## config.mk

```make
export PLATFORM = sky130hd
export DESIGN_NAME = me_sched
export DESIGN_NICKNAME = d
export VERILOG_FILES = /design/src/rtl/me_sched_pkg.sv /design/src/rtl/me_sched_rr_arbiter.sv /design/src/rtl/me_sched.sv
export SDC_FILE = /design/constraint.sdc
export NUM_CORES = 1
export LEC_CHECK = 0
export ABC_CLOCK_PERIOD_IN_PS = 3620
export BUFFER_PORTS_ARGS = -buffer_cell sky130_fd_sc_hd__buf_4
export CAP_MARGIN = 20
export CORE_MARGIN = 2
export CORE_UTILIZATION = 30
export CTS_CLUSTER_SIZE = 20
export DETAILED_ROUTE_END_ITERATION = 7
export HOLD_SLACK_MARGIN = 0.06
export PLACE_DENSITY = 0.52
export SYNTH_ARGS = -nofsm -noshare
export SYNTH_HDL_FRONTEND = slang
export SYNTH_SLANG_ARGS = --single-unit
```

## constraint.sdc

```tcl
create_clock -name clk -period 3.62 [get_ports clk]
set_input_delay 0.724 -clock clk [delete_from_list [all_inputs] [get_ports clk]]
set_output_delay 0.724 -clock clk [all_outputs]
set_load 0.01 [all_outputs]
```

## src/rtl/me_sched_pkg.sv

```systemverilog
// me_sched_pkg: opcodes, FSM state encoding and default widths shared by
// the me_sched job scheduler and its round-robin arbiter.
package me_sched_pkg;

  localparam int NREQ_DEF  = 4;
  localparam int TAG_W_DEF = 4;

  localparam logic [1:0] OP_ME     = 2'd0;
  localparam logic [1:0] OP_PRE_ME = 2'd1;
  localparam logic [1:0] OP_ONE_MM = 2'd2;
  localparam logic [1:0] OP_RSVD   = 2'd3;

  typedef enum logic [1:0] {
    S_IDLE  = 2'd0,
    S_ISSUE = 2'd1,
    S_WAIT  = 2'd2,
    S_RESP  = 2'd3
  } state_t;

endpackage

```

## src/rtl/me_sched_rr_arbiter.sv

```systemverilog
// rr_arbiter: combinational round-robin pick. Searches upward from ptr,
// wrapping modulo NREQ; returns a one-hot grant, the winner index and a
// flag telling whether anyone requested at all.
module rr_arbiter #(
  parameter int NREQ  = 4,
  parameter int SEL_W = $clog2(NREQ)
) (
  input  logic [NREQ-1:0]  req,
  input  logic [SEL_W-1:0] ptr,
  output logic [NREQ-1:0]  gnt,
  output logic [SEL_W-1:0] idx,
  output logic             any
);

  logic [SEL_W-1:0] cand;

  // First requester found at or after ptr wins
  always_comb begin
    gnt  = '0;
    idx  = '0;
    any  = 1'b0;
    cand = '0;
    for (int i = 0; i < NREQ; i++) begin
      cand = SEL_W'((int'(ptr) + i) % NREQ);
      if (!any && req[cand]) begin
        any       = 1'b1;
        idx       = cand;
        gnt[cand] = 1'b1;
      end
    end
  end

endmodule

```

## src/rtl/me_sched.sv

```systemverilog
// me_sched: round-robin scheduler sharing one modular-exponentiation engine
// among NREQ requesters. Accepts one job at a time, pulses the matching
// engine enable, holds the operand-mux select for the whole job, checks the
// returned tag and hands the result back over a valid/ready response port.
// Optional: define ME_SCHED_PERF_EN to add perf_busy / perf_jobs counters.
module me_sched
  import me_sched_pkg::*;
#(
  parameter int NREQ  = NREQ_DEF,
  parameter int TAG_W = TAG_W_DEF,
  parameter int SEL_W = $clog2(NREQ)
) (
  input  logic                        clk,
  input  logic                        rst_n,
  input  logic [NREQ-1:0]             req_valid,
  input  logic [NREQ-1:0][1:0]        req_op,
  input  logic [NREQ-1:0][TAG_W-1:0]  req_tag,
  output logic [NREQ-1:0]             req_ready,
  output logic                        en_me,
  output logic                        en_pre_me,
  output logic                        en_one_mm,
  output logic [TAG_W-1:0]            num,
  output logic [SEL_W-1:0]            sel,
  input  logic                        done,
  input  logic [TAG_W-1:0]            num_out,
  output logic                        rsp_valid,
  output logic [SEL_W-1:0]            rsp_id,
  output logic [TAG_W-1:0]            rsp_tag,
  output logic                        rsp_err,
  input  logic                        rsp_ready
`ifdef ME_SCHED_PERF_EN
  ,
  output logic [31:0]                 perf_busy,
  output logic [15:0]                 perf_jobs
`endif
);

  state_t           state;
  logic [SEL_W-1:0] ptr;
  logic [NREQ-1:0]  gnt;
  logic [SEL_W-1:0] idx;
  logic             any;
  logic [1:0]       op_w;
  logic [TAG_W-1:0] tag_w;
  logic [SEL_W-1:0] ptr_nxt;

  rr_arbiter #(.NREQ(NREQ), .SEL_W(SEL_W)) u_arb (
    .req (req_valid),
    .ptr (ptr),
    .gnt (gnt),
    .idx (idx),
    .any (any)
  );

  assign op_w    = req_op[idx];
  assign tag_w   = req_tag[idx];
  assign ptr_nxt = (idx == SEL_W'(NREQ - 1)) ? '0 : idx + SEL_W'(1);

  // Acceptance strobe only in IDLE; masked by rst_n so no grant leaks while
  // the block is held in reset.
  assign req_ready = (state == S_IDLE && rst_n) ? gnt : '0;

  // Job FSM: grant -> issue pulse -> wait for engine -> hold response
  always_ff @(posedge clk or negedge rst_n) begin
    if (!rst_n) begin
      state     <= S_IDLE;
      ptr       <= '0;
      sel       <= '0;
      num       <= '0;
      en_me     <= 1'b0;
      en_pre_me <= 1'b0;
      en_one_mm <= 1'b0;
      rsp_valid <= 1'b0;
      rsp_id    <= '0;
      rsp_tag   <= '0;
      rsp_err   <= 1'b0;
    end else begin
      en_me     <= 1'b0;
      en_pre_me <= 1'b0;
      en_one_mm <= 1'b0;
      case (state)
        S_IDLE: if (any) begin
          sel     <= idx;
          num     <= tag_w;
          rsp_id  <= idx;
          rsp_tag <= tag_w;
          ptr     <= ptr_nxt;
          if (op_w == OP_RSVD) begin
            // reserved opcode never reaches the engine
            rsp_err   <= 1'b1;
            rsp_valid <= 1'b1;
            state     <= S_RESP;
          end else begin
            // enable is registered here so it is high exactly in ISSUE
            rsp_err   <= 1'b0;
            en_me     <= (op_w == OP_ME);
            en_pre_me <= (op_w == OP_PRE_ME);
            en_one_mm <= (op_w == OP_ONE_MM);
            state     <= S_ISSUE;
          end
        end
        S_ISSUE: state <= S_WAIT;
        S_WAIT: if (done) begin
          rsp_err   <= (num_out != num);
          rsp_valid <= 1'b1;
          state     <= S_RESP;
        end
        S_RESP: if (rsp_ready) begin
          rsp_valid <= 1'b0;
          state     <= S_IDLE;
        end
        default: state <= S_IDLE;
      endcase
    end
  end

`ifdef ME_SCHED_PERF_EN
  // Busy-cycle counter (saturating) and completed-job counter (wrapping)
  always_ff @(posedge clk or negedge rst_n) begin
    if (!rst_n) begin
      perf_busy <= '0;
      perf_jobs <= '0;
    end else begin
      if ((state == S_ISSUE || state == S_WAIT) && perf_busy != '1)
        perf_busy <= perf_busy + 32'd1;
      if (rsp_valid && rsp_ready)
        perf_jobs <= perf_jobs + 16'd1;
    end
  end
`endif

endmodule

```

* Yosys cells after proc, flatten, opt, wreduce, memory -nomap -nowiden *
Cells that the tools add are included.

word-level totals
  register bits = 15
  word-level logic and storage cells = 113

operators by class
  bitwise operators = 3
  add/sub/neg operators = 4
  magnitude comparators = 9
  mux-type cells = 57
  equal/unequal tests = 12
  reduce and logical (&&, ||, !) cells = 19

operators with widths
  operator               number
  $mux W1                28
  $mux W4                6
  $mux W2                10
  $lt A2 B3 Y1 const B   5
  $or A4 B4 Y4           3
  $eq A2 B2 Y1 const B   5
  $bmux W1 S2            4
  $bmux W4 S2            1
  $demux W1 S2           4
  $ge A2 B1 Y1 const B   4
  $logic_and A1 B1 Y1    8
  $pmux W2 S4            1
  $ne A2 B2 Y1 const B   3
  $reduce_and A3 Y1      2
  $reduce_and A5 Y1      1
  $add A2 B1 Y2 const B  2
  $add A2 B2 Y2 const B  2
  $bmux W2 S2            1
  $eq A2 B1 Y1 const B   2
  $logic_not A2 Y1       2
  $ne A4 B4 Y1           1
  $logic_not A1 Y1       3
  $pmux W1 S3            1
  $reduce_bool A3 Y1     1
  4 further kinds        4

* Depth between registers and ports, before layout *
Gate-level depths: netlist of run 1.

  word-level depth = 18
  gate-level depth with buffers = 12
  depth with buffers taken out = 9

* Modules after synthesis *
Synthesis of run 1 repeated with hierarchy kept, for this count alone.

unflattened totals
  cell total of the unflattened synthesis = 120
  area, all modules = 1,372.6 µm²

modules (own cells, without submodules)
  module      times used  area an instance (µm²)  sequential area each (µm²)  cells each
  me_sched    1           950.9                   375.4                       75
  rr_arbiter  1           421.7                   0.0                         45

* Worst setup path after synthesis of run 1 *
Ideal clock, no wire load.

  path type = flip-flop to output port
  start point = register ptr[0]
  end point = output req_ready[0]
  required time = 2.896 ns
  cell stages (with the launch flop) = 9
  arrival time = 2.584 ns
  path buffers = 2
  path slack = 0.312 ns
  cell sequence = dfrtp_1 -> buf_6 -> clkinv_1 -> ha_1 -> mux4_2 -> buf_2 -> nor4b_1 -> a221oi_1 -> nor2_1

on the way
  longest elaborated chain between the ends = 13
  elaborated cells between the ends (all ways) = 48

ends and longest elaborated chain
  item                                                                   line                       RTL
  start: declaration                                                     me_sched.sv:39             logic [SEL_W-1:0] ptr;
  start signal: assignment                                               me_sched.sv:87             ptr <= ptr_nxt;
  parallel branches: the longest is 11 deep, another holds $lt A2 B3 Y1  -
  $mux W4 *                                                              me_sched_rr_arbiter.sv:25  if (!any && req[cand]) begin
  $mux W4 *                                                              me_sched.sv:61             assign req_ready = (state == S_IDLE && rst_n) ? gnt : '0;
  end: declaration                                                       me_sched.sv:18             output logic [NREQ-1:0] req_ready,

Every way passes the cells marked *. The select of a mux whose other input is x is not followed.

* Final worst setup path of run 1 *
Ends and elaborated chain as after synthesis.

==> flow_summary.toml, run 1 <==
[run_status]
outcome = "finished, final reports clean"

[floorplan]
die-area_sq_mm = 0.00609
core_sq_mm = 0.00520
fp.dieW_microns = 78.1
die_h_microns = 78.1
row_count = 26
start_util = 0.316
num_io_pins = 57

[sta]
hold_viol = 0
fin_skew_ns = 0.00464
tightest_slew_ns = 0.427
drv_slew = 0
setup_viol = 0
period_share = 0.911
rsz0062_at_grt = "no"
relSlewSlack = 0.711
post-route-min-period_ns = 3.30
fin_tns_setup_ns = 0
hold_slack_ns = 0.321
clock.fmax_mhz = 303

[cells_and_area]
fin_util = 0.418
area_growth_pct = 32.2
antenna_cells = 0
final_nets = 288
drive_above_1_share = 0.363

[global_route]
globalRouteMet1Util = 0.199
track_usage = 0.142
grt.busiest_layer = "met2"
met3_usage = 0.0172
antenna_found_initial = 0
grt_max_degree = 20
gr-usage-met2 = 0.241
grt_pass1_vias = 1470
grt_overflow = 0
grt_pass1_wl_microns = 7170

[synthesis]
synth-adder-area-share = 0.0837
yosysTopAreaCell = "dfrtp_1"
synth-simple-area-share = 0.203
async_flop_share = 1.00
yosys_warnings = 0
synth_edf_count = 0
synthXorXnorAreaFrac = 0.0266
ys_types = 45
synthFlopType = "dfrtp_1"
synth-seq-area-share = 0.228
syn_avg_cell_area_sq_um = 8.75
synth_top_family_by_area = "compound AO/OA/AOI/OAI gates"
muxShareOfSynthArea = 0.151
synthTopCellsByArea = "dfrtp_1, ha_1, mux2i_1, mux4_2, mux2_2"
netlist_area_sq_mm = 0.00165
synthTopCellsByCount = "dfrtp_1, nor2_1, nand2_1"
synth_top_cell_area_share = 0.228
synth_fp_nets = 235
ys_ff_latch = 15
synth-compound-area-share = 0.207
synth_cells = 188

[route]
antenna_left = 0
first_iter_violations = 109
dr.pass1.iters = 4
wl_per_cell_microns = 13.6
viasPerCell = 5.11
drc = 0
via_count = 1585
drt-total-wl_microns = 4210

[worst_hold_path]
hold_class = "primary input to asynchronous set/reset pin"

[critical_path]
crit_top_cell = "buf_4"
cp_slowest_stage_delay_ns = 0.69
crit_path_top_delay_cell = "mux4_2"
end_kind = "primary output"
cp.arrival_ns = 2.57
worstSetupPathType = "register to primary output"
crit_path_start_kind = "register"
crit_buf_inv = 3
required_ns = 2.90
critical_path.top_delay_family = "multiplexers"
critPathMaxFanout = 19
crit_chain = "buf_4, mux4_2, nor4b_1, buf_4, a221oi_1, nor2_1, buf_4"

[power_and_ir_drop]
leakage_nw = 1.02
ir_worst_vdd_mv = 0.408
power_density_mw_per_mm2 = 942

[placed_design]
gp_routability_congestion = 0.787
hpwl_microns = 3280
io_buffers = 56

[clock_network]
numCtsBuffers = 3
cts.path.max_buffers = 2
h-tree-depth = 1
cts.sinks = 15
clk-insertion-delay-late_ns = 0.25
cts_resized = 0
clk_pin_slew_ns = 0.06
cts_setup_buffers = 0
cts_tree = "yes"
hold_buffers = 0
root_buffer = "clkbuf_8"

[flow_run]
max_cap_violations = 0
state kept, by name, indices dropped and copies added, names as in the netlist:
signal / flops
rsp_tag: 4
en_pre_me: 1
state: 2
en_me: 1
rsp_err: 1
rsp_valid: 1
en_one_mm: 1
rsp_id: 2
ptr: 2
per-stage QoR:
step                cell area [sq um]  std cells  worst slack [ns]  power, mW
finish                           2180        310             0.324       2.05
global route                     2180        310             0.147       2.26
CTS                              2180        310             0.320       2.07
detailed placement               2130        306             0.355       1.93
global placement                 2130        306             0.372       1.93
floorplan                        1650        188             0.312       1.51
kinds of logic after synthesis:
group | Yosys count
adder cells (fa/ha/maj) | 11
buffers and inverters | 31
flip-flops | 15
multiplexers | 19
XOR/XNOR | 5
AND/OR/NAND/NOR | 61
AO/OA/AOI/OAI | 46
cell usage in the layout (no fill, tap or decap), types with 2 or more instances in the layout:
master / count
o21ai_0: 11
or4_1: 3
nor2b_1: 2
inv_1: 9
o211ai_1: 2
mux2_2: 5
nor4_1: 6
a221oi_1: 4
a21oi_1: 4
o21a_1: 4
ha_1: 11
o211a_1: 4
dfrtp_1: 15
buf_4: 69
nand2_1: 14
mux2i_1: 9
o41ai_1: 5
nand3_1: 5
xor2_1: 3
xnor2_1: 2
nor3_1: 2
a22oi_1: 4
nor3b_1: 5
mux4_2: 4
clkbuf_8: 3
nand2b_1: 2
nor2b_4: 2
nor2_1: 15
final timing paths:
check / startpoint / end / slack (ns) / cells past startpoint
min in group clk: rsp_valid / rsp_valid / 0.51 / 1
setup reg to reg: ptr[0] / rsp_valid / 0.39 / 9
max in group asynchronous: rst_n / state[1] / 3.12 / 1
hold reg to reg: rsp_valid / rsp_valid / 0.51 / 1
hold / removal: rst_n / rsp_tag[1] / 0.32 / 1
setup / recovery: ptr[0] / req_ready[0] / 0.32 / 7
report_power, final:
group,switching (mW),internal [mW]
logic,0.840,0.749
registers,0.0739,0.249
clock network,0.0595,0.0773
per-layer routing:
metal  vias to the layer above  part of all wire
met5                         -                 0
met4                         0            0.0055
met3                         4             0.035
met2                        31              0.51
met1                       754              0.45
li1                        796                 -
layout make-up:
| class | instances | area (sq um) |
|---|---|---|
| multi-input combinational | 142 | 1110 |
| sequential | 15 | 375 |
| fill | 542 | 3030 |
| timing repair buffer | 69 | 518 |
| clock inverter | 1 | 7.51 |
| tap | 70 | 87.6 |
| clock buffer | 3 | 41.3 |
| inverter | 10 | 37.5 |
No activity file was read; power rests on OpenSTA's default activity.
==> inputs of run 2 (changes only) <==
--- a/config.mk
+++ b/config.mk
@@ -8,12 +8,15 @@
 export ABC_CLOCK_PERIOD_IN_PS = 3620
 export BUFFER_PORTS_ARGS = -buffer_cell sky130_fd_sc_hd__buf_4
 export CAP_MARGIN = 20
+export CORE_ASPECT_RATIO = 1.75
 export CORE_MARGIN = 2
 export CORE_UTILIZATION = 30
 export CTS_CLUSTER_SIZE = 20
 export DETAILED_ROUTE_END_ITERATION = 7
+export GPL_ROUTABILITY_DRIVEN = 0
 export HOLD_SLACK_MARGIN = 0.06
-export PLACE_DENSITY = 0.52
+export PLACE_DENSITY = 0.54
 export SYNTH_ARGS = -nofsm -noshare
 export SYNTH_HDL_FRONTEND = slang
+export SYNTH_HIERARCHICAL = 1
 export SYNTH_SLANG_ARGS = --single-unit
==> run 2 against run 1 <==
Net effect: final area is 16% lower; synthesized cell count is 36% lower; synthesized area is 17% lower; register-to-register slack better by 0.12 ns; critical path depth stayed put; worst setup slack better by 0.074 ns; critical path type unchanged; highest routed layer unchanged.
==> flow_summary.toml, run 2 <==
[run_status]
outcome = "finished, final reports clean"

[global_route]
grt_pass1_vias = 1180
antenna_found_initial = 0
grt_overflow = 0
grt_max_degree = 20
track_usage = 0.150
grt_pass1_wl_microns = 5670

[floorplan]
fp.dieW_microns = 55.1
row_count = 32
die-area_sq_mm = 0.00515
num_io_pins = 57
core_sq_mm = 0.00440
die_h_microns = 93.5
start_util = 0.312

[critical_path]
crit_path_start_kind = "register"
crit_top_cell = "buf_4"
rr_worst_depth = 9
worstSetupPathType = "register to primary output"
r2r-end = "rsp_valid"
required_ns = 2.90
crit_path_start = "ptr[0]"
crit_buf_inv = 2
crit_chain = "buf_4, mux4_2, nor4b_4, a22oi_1, o21ai_0, and3_1, buf_4"
cp_slowest_stage_delay_ns = 0.67
crit_path_top_delay_cell = "mux4_2"
rrSetupSlack_ns = 0.51
critical_path.top_delay_family = "multiplexers"
end_kind = "primary output"
cp.arrival_ns = 2.50
r2r_start = "ptr[0]"
critPathMaxFanout = 13

[synthesis]
synth_top_family_by_area = "multiplexers"
synthXorXnorAreaFrac = 0.0255
yosysMostFrequentCell = "dfrtp_1"
synth_cells = 120
synth-compound-area-share = 0.138
ys_types = 37
async_flop_share = 1.00
yosysTopAreaCell = "dfrtp_1"
ys_ff_latch = 15
syn_avg_cell_area_sq_um = 11.4
synth_top_cell_area_share = 0.273
netlist_area_sq_mm = 0.00137
yosys_warnings = 6
synth-adder-area-share = 0.0912
muxShareOfSynthArea = 0.279
synth_fp_nets = 166
synthTopCellsByCount = "dfrtp_1, ha_1, a22oi_1"
synthTopCellsByArea = "dfrtp_1, mux4_1, ha_1, mux2_2, mux4_2"
synth-seq-area-share = 0.273
synthFlopType = "dfrtp_1"
synth-simple-area-share = 0.105
synth_edf_count = 0

[route]
first_iter_violations = 40
wl_per_cell_microns = 15.3
viasPerCell = 5.24
dr.pass1.iters = 4
drt-total-wl_microns = 3390
antenna_left = 0
drc = 0
via_count = 1164

[placed_design]
io_buffers = 56
placed_cell_area_sq_mm = 0.00179
pre_cts_slack_ns = 0.309
hpwl_microns = 2790

[cells_and_area]
largest_register_ffs = 4
most-common-layout-cells = "buf_4, dfrtp_1, ha_1"
nFillCells = 444
final_nets = 218
fin_area_sq_mm = 0.00183
antenna_cells = 0
top_register = "rsp_tag"
area_growth_pct = 33.5
layout_commonest_cell = "buf_4"
drive_above_1_share = 0.456

[clock_network]
h-tree-depth = 1
clk-insertion-delay-late_ns = 0.25
hold_buffers = 0
cts_setup_buffers = 0
clk_pin_slew_ns = 0.06
cts.sinks = 15
cts_tree = "yes"
cts.path.max_buffers = 2
numCtsBuffers = 3
cts_resized = 0
root_buffer = "clkbuf_8"

[power_and_ir_drop]
power_density_mw_per_mm2 = 939
leakage_nw = 0.874
ir_worst_vdd_mv = 0.527
fin_total_pwr_mw = 1.72

[sta]
hold_viol = 0
tightest_slew_ns = 0.466
clock.fmax_mhz = 310
period_share = 0.890
setup_viol = 0
hold_slack_ns = 0.330
layout_setup_ws_ns = 0.398
fin_tns_setup_ns = 0
drv_slew = 0
relSlewSlack = 0.688
post-route-min-period_ns = 3.22
fin_skew_ns = 0.000868
rsz0062_at_grt = "no"

[flow_run]
max_cap_violations = 0

[worst_hold_path]
hold_class = "primary input to asynchronous set/reset pin"
[run 2: changes by cell type after synthesis, sizes merged, moves of 5 or more]
cell | before | now
mux4 | 4 | 10
a22oi | 4 | 9
clkbuf | 8 | 3
mux2i | 9 | 3
nand2 | 14 | 3
o21ai | 11 | 6
nor2 | 15 | 3
nor4 | 6 | 1
[run 2: logic make-up (layout without fill, tap and decap cells)]
kind of cell | after synthesis | count (layout)
AND/OR/NAND/NOR | 22 | 22
buffers and inverters | 20 | 71
adder cells (fa/ha/maj) | 10 | 10
AO/OA/AOI/OAI | 27 | 27
multiplexers | 22 | 22
flip-flops | 15 | 15
XOR/XNOR | 4 | 4
[run 2: worst max path at each step]
stage | slack (ns) | cells past startpoint | endpoint
after floorplan | 0.56 | 13 | rsp_err
after global placement | 0.37 | 9 | rsp_valid
after detailed placement | 0.31 | 9 | rsp_valid
after CTS | 0.40 | 7 | req_ready[1]
after global routing | 0.25 | 7 | req_ready[1]
final | 0.40 | 7 | req_ready[1]
[run 2: through the flow]
step / std cells / util
floorplan: 120 / -
global placement: 218 / 0.406
detailed placement: 218 / 0.406
CTS: 222 / 0.416
global route: 222 / 0.416
finish: 222 / 0.416
[run 2: routing by layer]
layer | global-route usage | up-vias | wire, microns
met5 | 0 | - | 0
met4 | 0.0447 | 0 | 60
met3 | 0.0224 | 5 | 136
met2 | 0.271 | 33 | 1990
met1 | 0.172 | 566 | 1210
li1 | - | 560 | -
[run 2: cell type report]
type,instances,area [sq um],area share
clock buffers,4,45.0,0.0246
repair buffers,59,443,0.242
flip-flops and latches,15,375,0.205
well taps,51,63.8,0.0348
multi-input cells,85,876,0.478
inverters,8,30.0,0.0164
[run 2: where the power goes]
group | leakage [nW] | internal, mW | switching, mW
Sequential | 0.182 | 0.257 | 0.0675
Clock | 0.0228 | 0.0781 | 0.0605
Combinational | 0.669 | 0.648 | 0.611
Total | 0.874 | 0.983 | 0.739
==> inputs of run 3 (changes only) <==
--- a/config.mk
+++ b/config.mk
@@ -16,6 +16,7 @@
 export GPL_ROUTABILITY_DRIVEN = 0
 export HOLD_SLACK_MARGIN = 0.06
 export PLACE_DENSITY = 0.54
+export RECOVER_POWER = 50
 export SYNTH_ARGS = -nofsm -noshare
 export SYNTH_HDL_FRONTEND = slang
 export SYNTH_HIERARCHICAL = 1
==> run 3 against run 2 <==
Net effect: combinational power is 3% lower; largest power group unchanged; global-route usage unchanged; critical endpoint unchanged; final area shrank 2.3%.
==> flow_summary.toml, run 3 (synthesis gave the netlist of run 2 again) <==
[run_status]
outcome = "finished, final reports clean"

[route]
dr.pass1.iters = 4
drt-total-wl_microns = 3400
first_iter_violations = 35
viasPerCell = 5.23
via_count = 1160
wl_per_cell_microns = 15.3
antenna_left = 0
drc = 0

[clock_network]
cts_resized = 0
cts.sinks = 15
hold_buffers = 0
numCtsBuffers = 3
cts_tree = "yes"
h-tree-depth = 1
cts.path.max_buffers = 2
clk-insertion-delay-late_ns = 0.25
clk_pin_slew_ns = 0.06
root_buffer = "clkbuf_8"
cts_setup_buffers = 0

[flow_run]
max_cap_violations = 0

[critical_path]
critPathMaxFanout = 13
required_ns = 2.90
cp.arrival_ns = 2.50
crit_path_top_delay_cell = "mux4_2"
worstSetupPathType = "register to primary output"
crit_top_cell = "buf_4"
crit_chain = "buf_4, mux4_2, nor4b_4, a22oi_1, o21ai_0, and3_1, buf_4"
end_kind = "primary output"
crit_path_start_kind = "register"
cp_slowest_stage_delay_ns = 0.67

[floorplan]
row_count = 32
die-area_sq_mm = 0.00515
die_h_microns = 93.5
fp.dieW_microns = 55.1
core_sq_mm = 0.00440
start_util = 0.312
num_io_pins = 57

[sta]
clock.fmax_mhz = 310
rsz0062_at_grt = "no"
fin_skew_ns = 0.000694
tightest_slew_ns = 0.930
hold_viol = 0
drv_slew = 0
relSlewSlack = 0.380
period_share = 0.891
setup_viol = 0
layout_setup_ws_ns = 0.393
post-route-min-period_ns = 3.23
fin_tns_setup_ns = 0

[global_route]
grt_overflow = 0
grt_max_degree = 20
track_usage = 0.150
grt_pass1_vias = 1180
grt_pass1_wl_microns = 5670
antenna_found_initial = 0

[cells_and_area]
area_growth_pct = 30.5
antenna_cells = 0
most-common-layout-cells = "buf_4, dfrtp_1, clkbuf_1"
top_register = "rsp_tag"
layout_commonest_cell = "buf_4"
final_nets = 218
drive_above_1_share = 0.392
largest_register_ffs = 4

[placed_design]
io_buffers = 56
hpwl_microns = 2790
pre_cts_slack_ns = 0.309

[power_and_ir_drop]
ir_worst_vdd_mv = 0.530
leakage_nw = 0.832
power_density_mw_per_mm2 = 937

[worst_hold_path]
hold_class = "register to register"
-- run 3: cell count changes in the layout (fill, tap and decap cells not counted), sizes merged --
cell / delta
clkbuf: +11
buf: -11
-- run 3: cell type report --
cell class                 count  area (sq um)
inverter                       8          30.0
tap                           51          63.8
clock buffer                   4          45.0
sequential                    15           375
fill                         456          2610
multi-input combinational     85           876
timing repair buffer          59           402
-- run 3: worst max-delay path, delay by kind of cell, from the launching register on --
family	cells	cell delay (ns)
AOI/OAI and AO/OA	2	0.23
buffers and inverters	2	0.34
muxes	1	0.67
and+or+nand+nor	2	0.64
DFF	1	0.38
-- run 3: final timing paths --
path / cells past startpoint / slack [ns] / endpoint / from
min: 2 / 0.52 / rsp_valid / rsp_valid
max reg2reg: 9 / 0.50 / rsp_valid / ptr[0]
min in group asynchronous: 1 / 0.59 / rsp_tag[1] / rst_n
max: 7 / 0.39 / req_ready[1] / ptr[0]
max in group asynchronous: 1 / 2.47 / state[1] / rst_n
min reg2reg: 2 / 0.52 / rsp_valid / rsp_valid
-- run 3: report_power, final --
group	leakage, nW	internal [mW]	total (mW)	switching (mW)
clock network	0.0228	0.0781	0.139	0.0608
registers	0.182	0.257	0.324	0.0666
logic	0.627	0.606	1.22	0.611
-- run 3: layer usage --
metal,global-route usage,part of all wire,wire length (microns)
met2,0.271,0.58,1980
met4,0.0447,0.018,60
met5,0,0,0
met1,0.172,0.36,1220
met3,0.0224,0.041,138
-- run 3: through the flow --
stage               cells  power [mW]  utilization  hold WS, ns  area, sq um
floorplan             120        1.31            -        0.428         1370
global placement      218        1.57        0.406        0.506         1790
detailed placement    218        1.60        0.406        0.513         1790
CTS                   222        1.74        0.416        0.331         1830
global route          222        1.83        0.407        0.547         1790
finish                222        1.68        0.407        0.525         1790
